$ cat src/rtl/dcache_wt.sv
`default_nettype none
// ============================================================================
// Module   : dcache_wt
// Brief    : Direct-mapped, write-through, no-write-allocate data cache with a
//            req/ack backing-memory port; stalls the pipeline on misses/stores.
// Revision : 1.0 - initial release
// ============================================================================
module dcache_wt #(
    parameter int LINES = 16,
    parameter int WPL   = 4,
    parameter int TAG_W = 24
) (
    input  logic        clk,
    input  logic        rst,
    input  logic        i_cpu_req,
    input  logic        i_cpu_we,
    input  logic [3:0]  i_cpu_be,
    input  logic [31:0] i_cpu_addr,
    input  logic [31:0] i_cpu_wdata,
    output logic [31:0] o_cpu_rdata,
    output logic        o_cpu_stall,
    output logic        o_mem_req,
    output logic        o_mem_we,
    output logic [3:0]  o_mem_be,
    output logic [31:0] o_mem_addr,
    output logic [31:0] o_mem_wdata,
    input  logic [31:0] i_mem_rdata,
    input  logic        i_mem_ack
);
    localparam int c_IDX_W = $clog2(LINES);
    localparam int c_OFF_W = $clog2(WPL);
    localparam int c_LSB   = 2 + c_OFF_W;

    typedef enum logic [1:0] {
        S_IDLE   = 2'd0,
        S_REFILL = 2'd1,
        S_RDONE  = 2'd2,
        S_WRITE  = 2'd3
    } state_t;

    state_t                     r_state;
    state_t                     w_state_nxt;
    logic [c_OFF_W-1:0]         r_cnt;
    logic                       r_gap;
    logic [31:0]                r_addr;
    logic [3:0]                 r_be;
    logic [31:0]                r_wdata;
    logic [LINES-1:0]           r_valid;
    logic [TAG_W-1:0]           r_tag  [LINES];
    logic [31:0]                r_data [LINES*WPL];

    logic [c_IDX_W-1:0]         w_idx;
    logic [c_OFF_W-1:0]         w_off;
    logic [TAG_W-1:0]           w_tag;
    logic [c_IDX_W-1:0]         w_ridx;
    logic [c_OFF_W-1:0]         w_roff;
    logic [TAG_W-1:0]           w_rtag;
    logic                       w_hit;
    logic                       w_rhit;
    logic                       w_latch;
    logic                       w_clr_valid;
    logic                       w_fill;
    logic                       w_fill_last;
    logic                       w_merge;

    assign w_idx  = i_cpu_addr[c_LSB +: c_IDX_W];
    assign w_off  = i_cpu_addr[2 +: c_OFF_W];
    assign w_tag  = i_cpu_addr[31 -: TAG_W];
    assign w_ridx = r_addr[c_LSB +: c_IDX_W];
    assign w_roff = r_addr[2 +: c_OFF_W];
    assign w_rtag = r_addr[31 -: TAG_W];

    assign w_hit  = i_cpu_req && r_valid[w_idx] && (r_tag[w_idx] == w_tag);
    assign w_rhit = r_valid[w_ridx] && (r_tag[w_ridx] == w_rtag);
    assign w_fill_last = w_fill && (&r_cnt);

    always_comb begin
        w_state_nxt = r_state;
        o_cpu_stall = 1'b0;
        o_cpu_rdata = 32'd0;
        o_mem_req   = 1'b0;
        o_mem_we    = 1'b0;
        o_mem_be    = 4'd0;
        o_mem_addr  = 32'd0;
        o_mem_wdata = 32'd0;
        w_latch     = 1'b0;
        w_clr_valid = 1'b0;
        w_fill      = 1'b0;
        w_merge     = 1'b0;
        case (r_state)
            S_IDLE: begin
                if (i_cpu_req) begin
                    if (i_cpu_we) begin
                        o_cpu_stall = 1'b1;
                        w_latch     = 1'b1;
                        w_state_nxt = S_WRITE;
                    end else if (w_hit) begin
                        o_cpu_rdata = r_data[{w_idx, w_off}];
                    end else begin
                        o_cpu_stall = 1'b1;
                        w_latch     = 1'b1;
                        w_clr_valid = 1'b1;
                        w_state_nxt = S_REFILL;
                    end
                end
            end
            S_REFILL: begin
                // Request drops for one cycle after each beat so every word
                // is a separate handshake; acks during the gap are ignored.
                o_cpu_stall = 1'b1;
                o_mem_req   = !r_gap;
                o_mem_addr  = {r_addr[31:c_LSB], r_cnt, 2'b00};
                if (!r_gap && i_mem_ack) begin
                    w_fill = 1'b1;
                    if (&r_cnt) begin
                        w_state_nxt = S_RDONE;
                    end
                end
            end
            S_RDONE: begin
                o_cpu_rdata = r_data[{w_ridx, w_roff}];
                w_state_nxt = S_IDLE;
            end
            S_WRITE: begin
                o_mem_req   = 1'b1;
                o_mem_we    = 1'b1;
                o_mem_be    = r_be;
                o_mem_wdata = r_wdata;
                o_mem_addr  = {r_addr[31:2], r_addr[1:0] & 2'b00};
                o_cpu_stall = !i_mem_ack;
                if (i_mem_ack) begin
                    w_merge     = w_rhit;
                    w_state_nxt = S_IDLE;
                end
            end
            default: begin
                w_state_nxt = S_IDLE;
            end
        endcase
    end

    always_ff @(posedge clk) begin
        if (rst) begin
            r_state <= S_IDLE;
            r_cnt   <= '0;
            r_gap   <= 1'b0;
            r_valid <= '0;
            r_addr  <= 32'd0;
            r_be    <= 4'd0;
            r_wdata <= 32'd0;
        end else begin
            r_state <= w_state_nxt;
            r_gap   <= w_fill && !(&r_cnt);
            if (w_latch) begin
                r_addr  <= i_cpu_addr;
                r_be    <= i_cpu_be;
                r_wdata <= i_cpu_wdata;
                r_cnt   <= '0;
            end else if (w_fill) begin
                r_cnt <= r_cnt + 1'b1;
            end
            if (w_clr_valid) begin
                r_valid[w_idx] <= 1'b0;
            end
            if (w_fill_last) begin
                r_valid[w_ridx] <= 1'b1;
            end
        end
    end

    // Line storage carries no reset; validity alone qualifies it.
    always_ff @(posedge clk) begin
        if (w_fill) begin
            r_data[{w_ridx, r_cnt}] <= i_mem_rdata;
        end
        if (w_fill_last) begin
            r_tag[w_ridx] <= w_rtag;
        end
        if (w_merge) begin
            for (int b = 0; b < 4; b++) begin
                if (r_be[b]) begin
                    r_data[{w_ridx, w_roff}][8*b +: 8] <= r_wdata[8*b +: 8];
                end
            end
        end
    end
endmodule
`default_nettype wire

$ cat config.mk
export PLATFORM = sky130hd
export DESIGN_NAME = dcache_wt
export DESIGN_NICKNAME = d
export VERILOG_FILES = /design/src/rtl/dcache_wt.sv
export SDC_FILE = /design/constraint.sdc
export NUM_CORES = 2
export LEC_CHECK = 0
export CAP_MARGIN = 20
export CORE_MARGIN = 2
export CORE_UTILIZATION = 35
export DETAILED_ROUTE_END_ITERATION = 7
export PLACE_DENSITY = 0.54
export SLEW_MARGIN = 20
export SYNTH_ARGS = -nofsm -noshare
export SYNTH_HDL_FRONTEND = slang
export SYNTH_SLANG_ARGS = --single-unit
$ cat constraint.sdc
create_clock -name clk -period 4.3 [get_ports clk]
set_input_delay 0.86 -clock clk [delete_from_list [all_inputs] [get_ports clk]]
set_output_delay 0.86 -clock clk [all_outputs]
set_load 0.1 [all_outputs]
==> results_dict.tcl <==
set metrics [dict create \
    nFillCells 29000 \
    p_leak_uw 0.0487 \
    drc 0 \
    wl_per_cell_um 36.9 \
    drt_iter0_drc 11400 \
    synth_cell_types 78 \
    clock_skew_ns 0.0611 \
    worstPathArrival_ns 4.43 \
    pre_cts_slack_ns -1.10 \
    hold_viol 0 \
    yosys_most_used_dff "edfxtp_1" \
    final.min_clock_period_ns 5.29 \
    p_sw_uw 14200 \
    netlist.area_leader.share_pct 61.4 \
    ioPinCount 208 \
    initial_core_util_pct 35.1 \
    tritoncts "built" \
    syn_area_per_cell_um2 19.4 \
    clk_pin_slew_ns 0.06 \
    ys_warn_count 0 \
    syn_area_um2 119000 \
    htreeDepth 5 \
    peakVddDrop_v 0.000312 \
    cap_violations 0 \
    fin_setup_tns_ns -1147.78 \
    die_width_um 587 \
    max_freq_mhz 189 \
    place_congestion 0.941 \
    comb_power_share_pct 11.6 \
    ant_nets 0 \
    yosysTopAreaCell "edfxtp_1" \
    setup_viol 4119 \
    maxSlewViolCount 0 \
    portBuffers 203 \
    required_ns 3.44 \
    cts_made_buffers 282 \
    crit_type "input port to output port" \
    routed_wl_um 453000 \
    seqPwrFrac_pct 47.0 \
    placed_area_um2 138000 \
    ys_seq_area_share_pct 62.9 \
    p_sw_share_pct 24.7 \
    pwr-share-clk_pct 41.4 \
    hp-class "input port to flip-flop" \
    synth_area_leaders "edfxtp_1 (61%), mux4_2 (25%), mux2i_1 (2.1%), dfxtp_1 (1.6%), nor2_1 (0.87%)" \
    postSynthCellCount 6140 \
    synth_most_common_cell "edfxtp_1" \
    design.core.area_um2 339000 \
    drtPass1Iterations 6 \
    synthArstFlopShare_pct 0 \
    p_int_uw 43400 \
    violations "negative setup slack" \
    setup_ws_ns -0.991 \
    power_density_nw_per_um2 381 \
    synthTopCellsByCount "edfxtp_1 (2432), mux4_2 (1335), nor2_1 (277)" \
    insertion_delay_ns 0.93 \
    clockRootBuffer "clkbuf_16" \
    stdcell_area_um2 151000 \
    start_kind "input port" \
    crit_path_end_kind "output port" \
    grt_overflow_total 0 \
    die-area_um2 345000 \
    cts_sinks 2525 \
    die_height_um 587 \
    rsz0062_at_grt "true" \
    max_slew_margin_pct 33.1 \
    num_rows 214 \
    grt_max_degree 88 \
    worst-path-max-fanout 11 \
    vias 75600 \
    hpwl_um 307000 \
    antenna_found_initial 21 \
    areaGrowthSynthToFinish_pct 27.0 \
    grt_pass1_vias 74500 \
    outcome "complete, but fails checks" \
    clockBufferDepth 4 \
    ys_seq_elements 2525 \
    layout.nets 7634 \
    grt_use_total_pct 25.5 \
    vias_per_cell 6.15 \
    layout-drive-gt1-share_pct 46.6 \
    fin_crit_sh_pct 123 \
    worstMarginPinSlew_ns 0.999 \
    grt_pass1_wl_um 616000 \
    synth_edf_count 2432 \
]
==> critical path: stages <==
cell,delay [ns]
buf_4,0.26
buf_4,0.25
buf_4,0.23
mux4_2,0.33
mux2_2,0.29
or2_2,0.28
a221o_1,0.30
nand2_1,0.06
nand4_1,0.18
nor4_4,0.41
buf_12,0.18
nand2_8,0.15
buf_12,0.22
o21ai_4,0.18
buf_12,0.19
==> through the flow <==
| stage | util (%) | total power (uW) | instances | hold WS, ns |
|---|---|---|---|---|
| final | 44.6 | 57600 | 12300 | 0.367 |
| after global routing | 44.6 | 59000 | 12300 | 0.361 |
| after CTS | 44.2 | 57700 | 12200 | 0.467 |
| after detailed placement | 40.6 | 33900 | 11600 | 0.478 |
| after global placement | 40.6 | 33900 | 11600 | 0.470 |
| after floorplan | - | 30900 | 6141 | 0.460 |
==> sequential cells by signal, summed over array words and instances, names as in the netlist, named ones only <==
name,count
r_tag,384
r_be,4
r_valid,16
r_state,2
r_data,2048
r_wdata,32
r_gap,1
r_cnt,2
r_addr,30
==> cells in the final DEF, fill, tap and decap left out, types with 37 or more instances in the layout <==
| cell type | netlist | layout |
|---|---|---|
| a22oi_1 | 68 | 67 |
| mux2i_1 | 249 | 242 |
| o22ai_1 | 126 | 126 |
| nand2_1 | 192 | 163 |
| edfxtp_1 | 2432 | 2432 |
| a21oi_1 | 94 | 94 |
| o21ai_0 | 128 | 98 |
| mux2_2 | 58 | 49 |
| dfxtp_1 | 93 | 85 |
| buf_6 | 12 | 67 |
| buf_4 | 23 | 1013 |
| clkinv_1 | 1 | 53 |
| and3_1 | 53 | 53 |
| buf_12 | 6 | 334 |
| nand3b_1 | 63 | 63 |
| nor2_4 | 60 | 185 |
| mux4_2 | 1335 | 1335 |
| clkinv_2 | 0 | 49 |
| clkbuf_1 | 258 | 57 |
| clkbuf_16 | 0 | 310 |
| clkdlybuf4s50_1 | 0 | 95 |
| buf_16 | 0 | 37 |
| nor2_1 | 277 | 146 |
==> layout make-up <==
class | count | area [um2] | area share (%)
Sequential cell | 2525 | 74900 | 49.6
Clock buffer | 353 | 7550 | 5.00
Inverter | 23 | 92.6 | 0.0612
Timing Repair Buffer | 1597 | 18000 | 11.9
Antenna cell | 10 | 25.0 | 0.0166
Clock inverter | 147 | 1300 | 0.861
Multi-Input combinational cell | 3099 | 43600 | 28.8
Tap cell | 4536 | 5680 | 3.75
==> final timing paths <==
kind | cells past startpoint | from | end | slack, ns
hold reg to reg | 2 | r_wdata[25] | r_wdata[25] | 0.49
setup / recovery | 15 | i_cpu_addr[7] | o_cpu_rdata[22] | -0.99
setup reg to reg | 22 | flip-flop | r_data[62][4] | -0.51
hold / removal | 2 | rst | r_addr[22] | 0.37
==> cells by family after synthesis <==
logic type / synth area share [%]
AOI/OAI and AO/OA: 3.01
and+or+nand+nor: 3.80
buffers and inverters: 1.97
DFF: 62.9
adders and majority gates: 0.0105
xor gates and xnor gates: 0.309
muxes: 28.0
other: 0.00315
==> power groups by stage <==
stage	registers, uW	logic (uW)	clock network (uW)
after detailed placement	27600	6250	0
after CTS	27100	6490	24100
final	27100	6680	23800
after floorplan	27600	3250	0
after global routing	27100	6860	25000
after global placement	27600	6240	0
==> what timing repair did <==
action / in CTS / in global routing
pin swaps: 101 / 35
hold buffers: 0 / 0
gates resized for setup: 425 / 116
cloned: 29 / 31
setup buffers: 84 / 32
endpoints found under the setup margin: 4129 / 4129
==> metal layers <==
metal / up-vias / wire length [um] / global-route usage, % / part of all wire, %
met5: - / 75 / 0 / 0.017
met4: 10 / 14800 / 7.70 / 3.3
met3: 668 / 49100 / 5.71 / 11
met2: 4625 / 204000 / 38.2 / 45
met1: 41200 / 186000 / 37.0 / 41
li1: 29200 / - / - / -
Note: power is estimated with default switching activity, not from simulation.
